**src/rtl/hdr_pkg.sv**
```systemverilog
// ---------------------------------------------------------------------------
// hdr_pkg
//   Shared types and default constants for the HDR gain combiner.
//   - gain_state_t : FSM encoding, also exported on the gain_state port.
//   - *_DEF        : default parameter values used by the combiner and
//                    its crossfade sub-module.
// ---------------------------------------------------------------------------
package hdr_pkg;

  localparam int DATA_W_DEF      = 9;  // signed HG/LG sample width
  localparam int GAIN_SHIFT_DEF  = 4;  // log2 of LG-to-HG gain ratio
  localparam int ALPHA_DELAY_DEF = 2;  // alpha alignment, in strobes
  localparam int XF_LOG2_DEF     = 2;  // log2 of crossfade length N

  typedef enum logic [1:0] {
    HG    = 2'd0,  // high-gain channel only, k = 0
    XF_UP = 2'd1,  // crossfading towards LG
    LG    = 2'd2,  // low-gain channel only, k = N
    XF_DN = 2'd3   // crossfading towards HG
  } gain_state_t;

endpackage : hdr_pkg

```
**src/rtl/hdr_xfade_weight.sv**
```systemverilog
// ---------------------------------------------------------------------------
// hdr_xfade_weight
//   Combinational linear crossfade between the HG sample and the LG sample
//   rescaled to HG units:
//     hdr_out = (h*(N-k) + l*k) >>> XF_LOG2
//   with h = sext(hg), l = sext(lg) <<< GAIN_SHIFT, N = 2**XF_LOG2.
//   The sum of weights is N, so the result always fits OUT_W bits.
// Ports
//   hg_sample  in   DATA_W          signed HG sample
//   lg_sample  in   DATA_W          signed LG sample
//   k          in   XF_LOG2+1       LG weight, 0..N
//   hdr_out    out  DATA_W+GAIN_SHIFT  signed blended sample, HG units
// ---------------------------------------------------------------------------
module hdr_xfade_weight
  import hdr_pkg::*;
#(
  parameter int DATA_W     = DATA_W_DEF,
  parameter int GAIN_SHIFT = GAIN_SHIFT_DEF,
  parameter int XF_LOG2    = XF_LOG2_DEF
) (
  input  logic signed [DATA_W-1:0]            hg_sample,
  input  logic signed [DATA_W-1:0]            lg_sample,
  input  logic        [XF_LOG2:0]             k,
  output logic signed [DATA_W+GAIN_SHIFT-1:0] hdr_out
);

  localparam int OUT_W = DATA_W + GAIN_SHIFT;
  // One extra bit over OUT_W+XF_LOG2 keeps the signed weighted sum exact.
  localparam int ACC_W = OUT_W + XF_LOG2 + 1;
  localparam int N     = 1 << XF_LOG2;

  logic signed [ACC_W-1:0] h;
  logic signed [ACC_W-1:0] l;
  logic signed [ACC_W-1:0] w_lg;
  logic signed [ACC_W-1:0] w_hg;
  logic signed [ACC_W-1:0] acc;

  assign h    = ACC_W'(hg_sample);
  assign l    = ACC_W'(lg_sample) <<< GAIN_SHIFT;
  assign w_lg = ACC_W'(k);          // k is unsigned, so this zero-extends
  assign w_hg = ACC_W'(N) - w_lg;
  assign acc  = h * w_hg + l * w_lg;

  // Arithmetic shift of a signed value: rounds toward minus infinity.
  assign hdr_out = OUT_W'(acc >>> XF_LOG2);

endmodule : hdr_xfade_weight

```
**src/rtl/hdr_gain_combiner.sv**
```systemverilog
// ---------------------------------------------------------------------------
// hdr_gain_combiner
//   Merges high-gain and low-gain channel samples into one HDR stream.
//   The alpha gain decision is delayed ALPHA_DELAY strobes to line up with
//   the data path; on every gain switch the output crossfades linearly over
//   N = 2**XF_LOG2 strobes so downstream sees no step. Everything advances
//   only on cycles with enable_sampling high.
// Ports
//   clk              in   1        system clock
//   reset            in   1        synchronous, active-high reset
//   enable_sampling  in   1        sample strobe (may be held high)
//   alpha            in   1        1 = large signal, prefer LG; 0 = prefer HG
//   hg_sample        in   DATA_W   signed HG sample, valid on strobe
//   lg_sample        in   DATA_W   signed LG sample, valid on strobe
//   hdr_out          out  OUT_W    signed combined sample, HG units
//   hdr_valid        out  1        pulse: hdr_out updated
//   gain_state       out  2        current FSM state
//   switch_event     out  1        pulse with hdr_valid when a crossfade
//                                  starts from a settled HG/LG state
// ---------------------------------------------------------------------------
module hdr_gain_combiner
  import hdr_pkg::*;
#(
  parameter int DATA_W      = DATA_W_DEF,
  parameter int GAIN_SHIFT  = GAIN_SHIFT_DEF,
  parameter int ALPHA_DELAY = ALPHA_DELAY_DEF,
  parameter int XF_LOG2     = XF_LOG2_DEF
) (
  input  logic                                clk,
  input  logic                                reset,
  input  logic                                enable_sampling,
  input  logic                                alpha,
  input  logic signed [DATA_W-1:0]            hg_sample,
  input  logic signed [DATA_W-1:0]            lg_sample,
  output logic signed [DATA_W+GAIN_SHIFT-1:0] hdr_out,
  output logic                                hdr_valid,
  output gain_state_t                         gain_state,
  output logic                                switch_event
);

  localparam int OUT_W = DATA_W + GAIN_SHIFT;
  localparam int K_W   = XF_LOG2 + 1;
  localparam int N     = 1 << XF_LOG2;

  localparam logic [K_W-1:0] K_ZERO = '0;
  localparam logic [K_W-1:0] K_ONE  = K_W'(1);
  localparam logic [K_W-1:0] K_FULL = K_W'(N);
  localparam logic [K_W-1:0] K_NM1  = K_W'(N - 1);

  // -------------------------------------------------------------------------
  // Alpha alignment: a_d is the decision taken ALPHA_DELAY strobes ago.
  // -------------------------------------------------------------------------
  logic a_d;

  if (ALPHA_DELAY == 0) begin : g_no_delay
    assign a_d = alpha;
  end else begin : g_delay
    logic [ALPHA_DELAY-1:0] alpha_dly_q;
    logic [ALPHA_DELAY-1:0] alpha_dly_d;

    // NOTE: every signal assigned in an always_comb gets a default on the
    // first line, so no path leaves it unassigned and no latch is inferred.
    always_comb begin
      alpha_dly_d = alpha_dly_q;
      if (enable_sampling) begin
        alpha_dly_d = (alpha_dly_q << 1) | ALPHA_DELAY'(alpha);
      end
    end

    // NOTE: the delay line is a handful of flops, not a RAM, so it is reset
    // like any other state; clearing it makes the first decision after
    // reset "HG" regardless of what alpha did before.
    always_ff @(posedge clk) begin
      if (reset) begin
        alpha_dly_q <= '0;
      end else begin
        alpha_dly_q <= alpha_dly_d;
      end
    end

    assign a_d = alpha_dly_q[ALPHA_DELAY-1];
  end

  // -------------------------------------------------------------------------
  // Gain FSM and crossfade weight k (LG weight, 0..N).
  // -------------------------------------------------------------------------
  gain_state_t    state_q, state_d;
  logic [K_W-1:0] k_q, k_d;
  logic           switch_d;
  logic [K_W-1:0] k_inc;
  logic [K_W-1:0] k_dec;

  assign k_inc = k_q + K_ONE;
  assign k_dec = k_q - K_ONE;

  always_comb begin
    state_d  = state_q;
    k_d      = k_q;
    switch_d = 1'b0;
    if (enable_sampling) begin
      unique case (state_q)
        HG: begin
          if (a_d) begin
            k_d      = K_ONE;
            state_d  = (N == 1) ? LG : XF_UP;
            switch_d = 1'b1;
          end else begin
            k_d = K_ZERO;
          end
        end
        XF_UP: begin
          // A reversal keeps k and only turns the direction around.
          if (a_d) begin
            k_d     = k_inc;
            state_d = (k_inc == K_FULL) ? LG : XF_UP;
          end else begin
            k_d     = k_dec;
            state_d = (k_dec == K_ZERO) ? HG : XF_DN;
          end
        end
        LG: begin
          if (!a_d) begin
            k_d      = K_NM1;
            state_d  = (N == 1) ? HG : XF_DN;
            switch_d = 1'b1;
          end else begin
            k_d = K_FULL;
          end
        end
        XF_DN: begin
          if (!a_d) begin
            k_d     = k_dec;
            state_d = (k_dec == K_ZERO) ? HG : XF_DN;
          end else begin
            k_d     = k_inc;
            state_d = (k_inc == K_FULL) ? LG : XF_UP;
          end
        end
        default: begin
          state_d = HG;
          k_d     = K_ZERO;
        end
      endcase
    end
  end

  // -------------------------------------------------------------------------
  // Datapath: the blend uses the k chosen for this very strobe.
  // -------------------------------------------------------------------------
  logic signed [OUT_W-1:0] xf_out;
  logic signed [OUT_W-1:0] hdr_q, hdr_d;
  logic                    valid_q, valid_d;
  logic                    switch_q;

  hdr_xfade_weight #(
    .DATA_W    (DATA_W),
    .GAIN_SHIFT(GAIN_SHIFT),
    .XF_LOG2   (XF_LOG2)
  ) u_xfade (
    .hg_sample(hg_sample),
    .lg_sample(lg_sample),
    .k        (k_d),
    .hdr_out  (xf_out)
  );

  // Kept apart from the FSM block: k_d feeds the blend and the blend feeds
  // hdr_d, so one block would read its own output combinationally.
  always_comb begin
    hdr_d   = hdr_q;
    valid_d = enable_sampling;
    if (enable_sampling) begin
      hdr_d = xf_out;
    end
  end

  // NOTE: sequential state is written only with non-blocking assignments so
  // every flop samples the pre-edge values, independent of statement order.
  always_ff @(posedge clk) begin
    if (reset) begin
      state_q  <= HG;
      k_q      <= K_ZERO;
      hdr_q    <= '0;
      valid_q  <= 1'b0;
      switch_q <= 1'b0;
    end else begin
      state_q  <= state_d;
      k_q      <= k_d;
      hdr_q    <= hdr_d;
      valid_q  <= valid_d;
      switch_q <= switch_d;
    end
  end

  assign hdr_out      = hdr_q;
  assign hdr_valid    = valid_q;
  assign gain_state   = state_q;
  assign switch_event = switch_q;

endmodule : hdr_gain_combiner
```
**config.mk**
```make
export PLATFORM = sky130hd
export DESIGN_NAME = hdr_gain_combiner
export DESIGN_NICKNAME = d
export VERILOG_FILES = /design/src/rtl/hdr_pkg.sv /design/src/rtl/hdr_xfade_weight.sv /design/src/rtl/hdr_gain_combiner.sv
export SDC_FILE = /design/constraint.sdc
export NUM_CORES = 1
export LEC_CHECK = 0
export ABC_AREA = 1
export CAP_MARGIN = 20
export CORE_MARGIN = 2
export CORE_UTILIZATION = 45
export CTS_CLUSTER_DIAMETER = 150
export CTS_CLUSTER_SIZE = 10
export DETAILED_ROUTE_END_ITERATION = 12
export PLACE_DENSITY_LB_ADDON = 0.2
export RECOVER_POWER = 100
export SLEW_MARGIN = 20
export SYNTH_ARGS = -nofsm -noshare
export SYNTH_HDL_FRONTEND = slang
export SYNTH_SLANG_ARGS = --single-unit
```
**constraint.sdc**
```tcl
create_clock -name clk -period 10.9 [get_ports clk]
set_input_delay 3.27 -clock clk [delete_from_list [all_inputs] [get_ports clk]]
set_output_delay 3.27 -clock clk [all_outputs]
set_load 0.005 [all_outputs]
```
==> results.txt <==
* RSZ-0062 raised after global routing: false
* Library cell contributing the largest single delay on the critical path: ha_1
- In this run, synthesis produced a sequential element count of 22.
- CTS built an H-tree with a depth of 1.
- Required time of the critical path: roughly 11 ns
- TritonCTS built the clock tree.
- Post-CTS clock slew at the launch and capture registers of the worst setup and hold paths: about 0.080 ns
- Summing every instance area after synthesis gives between 3000 and 4000 sq um.
* Share of synthesized area occupied by flip-flops and latches: 12.33%
- Post-cts repair resize count: 0
- Upper clock frequency limit: 102.9 MHz
* Number of hold violations in the final report: 0
- Sequential share of power: around 16%
- The count of nets left with antenna violations once routing finished came out at 0.
- Yosys top cell area share: roughly a fifth
- The routed layout has between 3000 and 4000 vias.
- Num CTS Buffers: 3
* Synth unique cells: 33
- Final routed DRC violation total: 0
- On the final layout, the worst clock skew is between 0.003 and 0.004 ns.
- With fillers left out, the area of the finished cells amounts to between 4000 and 5000 sq um.
- Setup violations remaining at the end of the flow were counted as 0.
* Startpoint kind of the worst setup timing path: input port
* Final weighted congestion in routability-driven placement: 0.8254
- Horiz. Die Dim: ~93 um
- After the last flow step, the layout net total stands at between 600 and 700.
* Maximum resistive drop on vdd: just under 0.07 mV
- Hold/Removal Path Class: flip-flop to flip-flop
- Status: complete, no violations
- Number of ports placed on the die boundary: 39
- In this run the worst path has a maximum fanout of 18.
- Drt initial violations: 109
- Post-CTS timing repair inserted 0 buffers for setup.
* Cell accounting for the most synthesized area: ha_1
- Measured against its own limit, the worst slew margin works out to between 50% and 60%.
* Multiplexer share of the synthesized area: 0%
* Tcrit/Tclk final: 89.17%
- Post-detail-place hpwl: just over 6 mm
- Counting flops with an async set or reset pin after synthesis yields a share of 0%.
* Setup Total Neg Slack: 0 ns
- Input and output buffers added on the ports amount to 38.
- Effective utilization at floorplan: between 40% and 50%
- The post-route netlist has under 10% of its cells at a drive strength greater than 1.
- Worst-margin pin slew: a little under 0.7 ns
- Biggest cell delay along the critical path: ~0.63 ns
- Main combinational cell family by area after synthesis: adder cells
* Post-synthesis compound-gate area fraction: 10.30%
- Internal Pwr Total: 357.9 uW
* Count of maximum capacitance violations: 0
* Top cells by area, synth: ha_1 19%, fa_1 16%, dfxtp_1 12%
- Timing analysis after detailed placement gives a worst setup slack of around 1.2 ns.
- Sw frac: between 40% and 50%
- Die Area: between 8000 and 9000 sq um
* Number of antenna violations at the first check in global routing: 0
- Vias per Instance: around 4.8
- After Yosys synthesis, XOR and XNOR cells account for ~6.8% of the synthesized area.
* Mean routed wirelength per cell: roughly 11 um
- The routed design has just over 7 mm of wire.
* Syn avg cell area: 7.071 sq um
- inv_1 is the most common cell in the netlist.
- Row generation in the floorplan step produced 32 rows.
- # clock sinks: 22
- Most frequent cells after synthesis: 115 x inv_1, 76 x nor2_1, 67 x nand2_1
- The cell count after synthesis came out at between 500 and 600.
- Total iterations of the first detailed-routing run: 4
- CORE AREA: 7727 sq um
- Static power due to leakage: about 0.0023 uW
* Signed area change from the synthesized netlist to the final layout: 14.19%
* Max Buffers Root-to-Sink: 2
- For the finished layout, the period the worst path requires is between 9 and 10 ns.
- Entering global routing, the biggest net connects 22 pins.
* Synthesized-area fraction occupied by and/or/nand/nor cells: 22.07%
- Placed cell area: about 4000 sq um
- Clock network fraction of design power: ~8.4%
- The analysis attributes to net switching a power of between 300 and 400 uW.
* Top flip-flop cell by instance count after synthesis: dfxtp_1
* Post-synthesis share of cell area spent on full adders, half adders and majority gates: 34.62%
- 0 antenna diodes ended up in the layout.
- Setup slack closes at 1.180 ns.
- In this run the power density over the cells is ~170 nW/um^2.
- After global routing the overflow that remains totals 0.
- The worst setup path is captured at a flip-flop.
* Vias in the first global route: 3106
* Total global routing track utilization: 17.84%
* Comb power frac: roughly three quarters
- CP arrival: about 10 ns
* Post-synth EDFFs: 0
- Share of the core filled with cells: a little over half
- Max-slew violation count: 0
* Synthesis warning total: 0
- Latest clock arrival within the worst-skew pair: approximately 0.27 ns
- Floorplan die height: roughly 93 um
- Buffer cell driving the clock tree root: clkbuf_8
- The critical path is of the input port to flip-flop type.
* Wire length of the first global-routing pass: between 10 and 15 mm
- Net count of the mapped netlist: just over 600
- Buffers inserted to repair hold after CTS numbered 0.
-- critical path: cells and delay by family --
kind	cells	cell delay (ns)
adder cells (fa/ha/maj)	7	2.99
buffers and inverters	6	1.06
XOR/XNOR	1	0.14
AO/OA/AOI/OAI	6	1.04
AND/OR/NAND/NOR	11	1.37
-- cell families (layout without fill, tap and decap cells) --
kind of cell,after synthesis,count (layout)
fa+ha+maj,82,82
simple gates,179,179
flops,22,22
compound gates,65,65
xor+xnor,27,27
buf+inv,130,165
-- routing by layer --
layer	routed length [um]	up-vias	track usage (%)
li1	-	1626	-
met1	3395	1415	21.84
met2	3641	35	34.54
met3	145	4	1.773
met4	36	0	2.083
met5	0	-	0
-- placed cells by master, fill, tap and decap left out, drive strengths merged, types with 12 or more instances in the layout --
cell and instances:
o21ai 22, a21oi 27, dlygate4sd3 18, xnor2 15
xor2 12, nand2 70, fa 28, inv 120
nand3 25, nor2 77, dfxtp 22, ha 54
clkdlybuf4s50 20
-- cell type report --
type / count / area (sq um)
Tap cell: 102 / 127.6
Fill cell: 791 / 3650
Sequential cell: 22 / 440.4
Inverter: 122 / 457.9
Timing Repair Buffer: 39 / 387.9
Multi-Input combinational cell: 353 / 2609
Clock buffer: 4 / 55.05
-- metrics by stage --
stage                     total power, uW  hold slack, ns  std cells
after global routing                796.9          0.5538        642
after floorplan                     517.9          0.4574        505
after global placement              650.2          0.4771        638
after CTS                           719.9          0.5172        642
final                               702.8          0.5082        642
after detailed placement            657.6          0.4976        638
-- sequential cells by signal, indices dropped and copies added, names as in the netlist, named ones only --
name,count
g_delay.alpha_dly_q,2
gain_state,1
hdr_out,13
switch_event,1
k_q,3
hdr_valid,1
-- path summary, 6_finish.rpt --
path / from / end / slack, ns / depth (start not counted)
worst max register to register: gain_state[0] / hdr_out[12] / 4.28 / 31
worst min register to register: hdr_out[0] / hdr_out[0] / 0.51 / 2
worst min-delay path: hdr_out[0] / hdr_out[0] / 0.51 / 2
worst max-delay path: enable_sampling / hdr_out[12] / 1.18 / 31
-- power by group through the flow --
stage	Combinational, uW	Clock [uW]	Sequential [uW]
2_1_floorplan	403	0	115
3_5_place_dp	543	0	115
6_report	532	58.7	112
4_1_cts	547	60.0	113
3_3_place_gp	535	0	115
5_1_grt	619	63.4	114
Note: power is estimated with default switching activity, not from simulation.
